===== src/rtl/sfifo_fwft.sv =====
// Single-clock FWFT FIFO with a registered head entry, occupancy count and almost flags.
// Define SFIFO_PEAK_EN to add the peak port: the high-water mark of count since the last rst or flush.
module sfifo_fwft #(
  parameter int WIDTH    = 8,
  parameter int DEPTH    = 16,
  parameter int AF_LEVEL = DEPTH - 2,
  parameter int AE_LEVEL = 2
) (
  input  logic                       clk,
  input  logic                       rst,
  input  logic                       flush,
  input  logic                       in_valid,
  output logic                       in_ready,
  input  logic [WIDTH-1:0]           in_data,
  output logic                       out_valid,
  input  logic                       out_ready,
  output logic [WIDTH-1:0]           out_data,
  output logic [$clog2(DEPTH+1)-1:0] count,
  output logic                       almost_full,
  output logic                       almost_empty
`ifdef SFIFO_PEAK_EN
  ,
  output logic [$clog2(DEPTH+1)-1:0] peak
`endif
);

  localparam int AW = $clog2(DEPTH);
  localparam int PW = AW + 1;
  localparam int CW = $clog2(DEPTH+1);
  localparam logic [CW-1:0] DEPTH_C = CW'(DEPTH);
  localparam logic [CW-1:0] AF_C    = CW'(AF_LEVEL);
  localparam logic [CW-1:0] AE_C    = CW'(AE_LEVEL);

  logic [WIDTH-1:0] r_mem [DEPTH];
  logic [WIDTH-1:0] r_head;
  logic [CW-1:0]    r_count;
  logic [PW-1:0]    r_wptr;
  logic [PW-1:0]    r_rptr;

  logic w_push;
  logic w_pop;
  logic w_mem_empty;
  logic w_load_in;
  logic w_load_mem;
  logic w_mem_wr;

  assign in_ready     = (r_count < DEPTH_C);
  assign out_valid    = (r_count != '0);
  assign out_data     = r_head;
  assign count        = r_count;
  assign almost_full  = (r_count >= AF_C);
  assign almost_empty = (r_count <= AE_C);

  assign w_push      = in_valid & in_ready;
  assign w_pop       = out_valid & out_ready;
  // Memory holds everything behind the head; full/empty differ only in the pointer MSB.
  assign w_mem_empty = (r_wptr == r_rptr);
  assign w_load_mem  = w_pop & ~w_mem_empty;
  // A push goes straight to the head when the head is (or is about to be) vacant.
  assign w_load_in   = w_push & w_mem_empty & (~out_valid | w_pop);
  assign w_mem_wr    = w_push & ~w_load_in;

  always_ff @(posedge clk) begin
    if (rst || flush) begin
      r_count <= '0;
      r_wptr  <= '0;
      r_rptr  <= '0;
    end else begin
      if (w_mem_wr)
        r_wptr <= r_wptr + PW'(1);
      if (w_load_mem)
        r_rptr <= r_rptr + PW'(1);
      if (w_push && !w_pop)
        r_count <= r_count + CW'(1);
      else if (w_pop && !w_push)
        r_count <= r_count - CW'(1);
    end
  end

  always_ff @(posedge clk) begin
    if (rst)
      r_head <= '0;
    else if (!flush) begin
      if (w_load_in)
        r_head <= in_data;
      else if (w_load_mem)
        r_head <= r_mem[r_rptr[AW-1:0]];
    end
  end

  always_ff @(posedge clk) begin
    if (w_mem_wr)
      r_mem[r_wptr[AW-1:0]] <= in_data;
  end

`ifdef SFIFO_PEAK_EN
  logic [CW-1:0] r_peak;

  always_ff @(posedge clk) begin
    if (rst || flush)
      r_peak <= '0;
    else if (r_count > r_peak)
      r_peak <= r_count;
  end

  assign peak = r_peak;
`endif

endmodule

===== config.mk =====
export PLATFORM = sky130hd
export DESIGN_NAME = sfifo_fwft
export DESIGN_NICKNAME = d
export VERILOG_FILES = /design/src/rtl/sfifo_fwft.sv
export SDC_FILE = /design/constraint.sdc
export NUM_CORES = 1
export LEC_CHECK = 0
export BUFFER_PORTS_ARGS = -buffer_cell sky130_fd_sc_hd__buf_2
export CORE_MARGIN = 4
export CORE_UTILIZATION = 40
export DETAILED_ROUTE_END_ITERATION = 8
export PLACE_DENSITY = 0.55
export RECOVER_POWER = 100
export SLEW_MARGIN = 20
export SYNTH_ARGS = -nofsm -noshare
export SYNTH_HDL_FRONTEND = slang
export SYNTH_SLANG_ARGS = --single-unit

===== constraint.sdc =====
create_clock -name clk -period 3 [get_ports clk]
set_input_delay 0.45 -clock clk [delete_from_list [all_inputs] [get_ports clk]]
set_output_delay 0.45 -clock clk [all_outputs]
set_load 0.03 [all_outputs]

==> results.yml <==
placement:
  dp_hpwl_um: 8700
  placed_cell_area_um2: 6800
  pre_cts_ws_ps: 159
  gp_congestion: 0.763
  placedCellCount: 590
  portBuffers: 29
worst_setup_path:
  cp-end-kind: "register"
  worstSetupPathType: "reg -> reg"
  critPathMostFrequentCell: "inv_1"
  crit_fanout: 6
  cp_slowest_cell: "or3_4"
  path_delay_family: "compound AO/OA/AOI/OAI gates"
  critPathArrivalTime_ps: 3150
  reg2reg_slack_ps: 200
  cp.required_ps: 3350
  max_stage_delay_ps: 420
  startpoint_type: "register"
  path_buf_inv: 2
  worstPathCellList: "or3_4 > o31a_1 > inv_1 > ha_1 > inv_1 > fa_1 > a21o_1 > a21oi_2 > xnor2_1 > or3_1 > a21oi_1"
die:
  initial_core_util: 0.407
  core_area_um2: 15800
  die-area_um2: 18200
  rows: 46
  chipHeight_um: 135
  die_x_um: 135
  ios: 30
layout:
  drive_gt1_frac: 0.209
  fin_area_um2: 7360
  stdcell_count: 622
  syn2layout_area_growth_pct: 14.3
  nNetsFinal: 416
  final_cell_mix: "edfxtp_1 (128), mux4_2 (40), dfxtp_1 (27), clkbuf_1 (27), nor2_1 (18)"
  num-fill-cells: 1377
  antennaDiodeCount: 0
  final_common_cell: "edfxtp_1"
clocking:
  hold_buffers: 0
  cts.sinks: 155
  cts-htree-levels: 4
  cts_buffer_depth: 2
  cts_tree: "done"
  cts_buffers: 17
  clock_latency_ps: 420
  clkSlewWorstSetupHoldPaths_ps: 60
  cts-root-buf: "clkbuf_16"
global_routing:
  grt.overflow.total: 0
  grt_pass1_vias: 3308
  track_usage: 0.156
  grt_pass1_wl_um: 20600
  antenna_found_initial: 0
  grt_max_degree: 33
power_and_ir_drop:
  ir_worst_vdd_mv: 0.437
  power_density_nw_per_um2: 720
  power_leakage_nw: 2.39
worst_hold_path:
  hp-class: "in -> reg"
routing:
  wl_um: 13300
  wl_per_cell_um: 21.4
  via_count: 3257
  drc: 0
  postRouteAntennaNets: 0
  drt-pass1-iter-count: 4
  drtIter0Drc: 315
  avgViaCountPerCell: 5.24
synth:
  syn-cell-area_um2: 6440
  synthCells: 359
  syn_nets: 382
  synth_seq_cells: 155
  yosysSeqAreaShare: 0.680
  postSynthAreaPerCell_um2: 17.9
  synth_edf_count: 128
  synth_flop_cell: "edfxtp_1"
  synth.distinct_cells: 40
  async_flop_share: 0
  yosys_warnings: 0
timing:
  drv_slew: 0
  max_freq_mhz: 357
  slew_headroom: 0.332
  rsz0062_at_grt: "false"
  finalSetupTns_ps: 0
  finalClockSkew_ps: 6.49
  layout_setup_ws_ps: 203
  fin_crit_sh: 0.932
  period_minus_slack_ps: 2800
  worst-slew-pin-transition_ps: 1000
  setup_viol: 0
  hold_viol_final: 0
status:
  status: "finished clean"
flow_run:
  cap_violations: 0
[metrics by stage]
stage	power, mW	util	hold WS [ps]
floorplan	2.92	-	498
CTS	5.36	0.470	372
detailed placement	3.08	0.430	521
global route	5.49	0.465	429
finish	5.30	0.465	401
global placement	3.06	0.430	519
[cell families after synthesis]
family / after synthesis / share of synthesized area
and+or+nand+nor: 73 / 0.0662
AOI/OAI and AO/OA: 27 / 0.0384
buffers and inverters: 33 / 0.0250
muxes: 45 / 0.148
xor gates and xnor gates: 16 / 0.0217
adders and majority gates: 10 / 0.0206
DFF: 155 / 0.680
[sequential cells by signal (all words and copies together) (netlist names), named ones only]
signal    flops
r_mem       128
count         5
out_data      8
r_rptr        5
r_wptr        5
[power by group]
part	switching (mW)	total [mW]	leakage, nW	internal, mW
clock network	0.824	2.29	0.288	1.47
logic	0.379	0.596	0.736	0.216
registers	0.0388	2.41	1.37	2.37
[path summary, 6_finish.rpt]
kind	start	end	cells past startpoint
worst min-delay path	flush	r_wptr[3]$_SDFFE_PP0P_	3
worst max register to register	count[4]$_SDFFE_PP0P_	count[4]$_SDFFE_PP0P_	11
worst min register to register	out_data[6]$_SDFFE_PP0P_	out_data[6]$_SDFFE_PP0P_	2
worst max-delay path	count[4]$_SDFFE_PP0P_	count[4]$_SDFFE_PP0P_	11
[area by class of cell]
| class | instances | area (um2) | share of cell area |
|---|---|---|---|
| flip-flops and latches | 155 | 4380 | 0.596 |
| clock buffers | 19 | 433 | 0.0588 |
| clock inverters | 13 | 199 | 0.0270 |
| multi-input cells | 171 | 1880 | 0.255 |
| inverters | 14 | 52.6 | 0.00714 |
| well taps | 216 | 270 | 0.0367 |
| repair buffers | 34 | 146 | 0.0199 |
[cells in the mapped netlist, types with 2 or more instances]
cell | n | area [um2]
mux2i_1 | 5 | 50.1
dfxtp_1 | 27 | 541
buf_1 | 5 | 18.8
mux4_2 | 40 | 901
nand3_1 | 2 | 10.0
o31a_1 | 2 | 17.5
buf_2 | 2 | 10.0
edfxtp_1 | 128 | 3840
o31a_4 | 2 | 35.0
nor2b_1 | 4 | 25.0
buf_6 | 3 | 33.8
nand4_1 | 9 | 56.3
or3_1 | 2 | 12.5
and3_1 | 15 | 93.8
nor2_1 | 18 | 67.6
xnor2_1 | 9 | 78.8
clkbuf_1 | 5 | 18.8
nand2_1 | 3 | 11.3
ha_1 | 9 | 113
and2_1 | 3 | 18.8
or3_4 | 2 | 22.5
o2111ai_1 | 2 | 17.5
a21oi_1 | 6 | 30.0
inv_1 | 14 | 52.6
a21o_1 | 3 | 22.5
nor3_1 | 2 | 10.0
o221ai_1 | 7 | 61.3
buf_4 | 3 | 22.5
or2_2 | 2 | 12.5
xor2_1 | 7 | 61.3
nand2b_1 | 9 | 56.3
[tightest hold or removal path, delay by kind of cell]
family	cells	cell delay, ps
buf+inv	1	140
simple gates	1	120
mux	1	60
[routing by layer]
layer / up-vias / part of all wire / GRT usage
met5: - / 0 / 0
met4: 0 / 0.012 / 0.0549
met3: 14 / 0.041 / 0.0399
met2: 67 / 0.47 / 0.227
met1: 1688 / 0.48 / 0.229
li1: 1488 / - / -
[repair_timing]
item,in CTS,in global routing
buffers inserted,0,0
resized for setup,0,1
endpoints found under the setup margin,0,1
No activity file was read; power rests on OpenSTA's default activity.
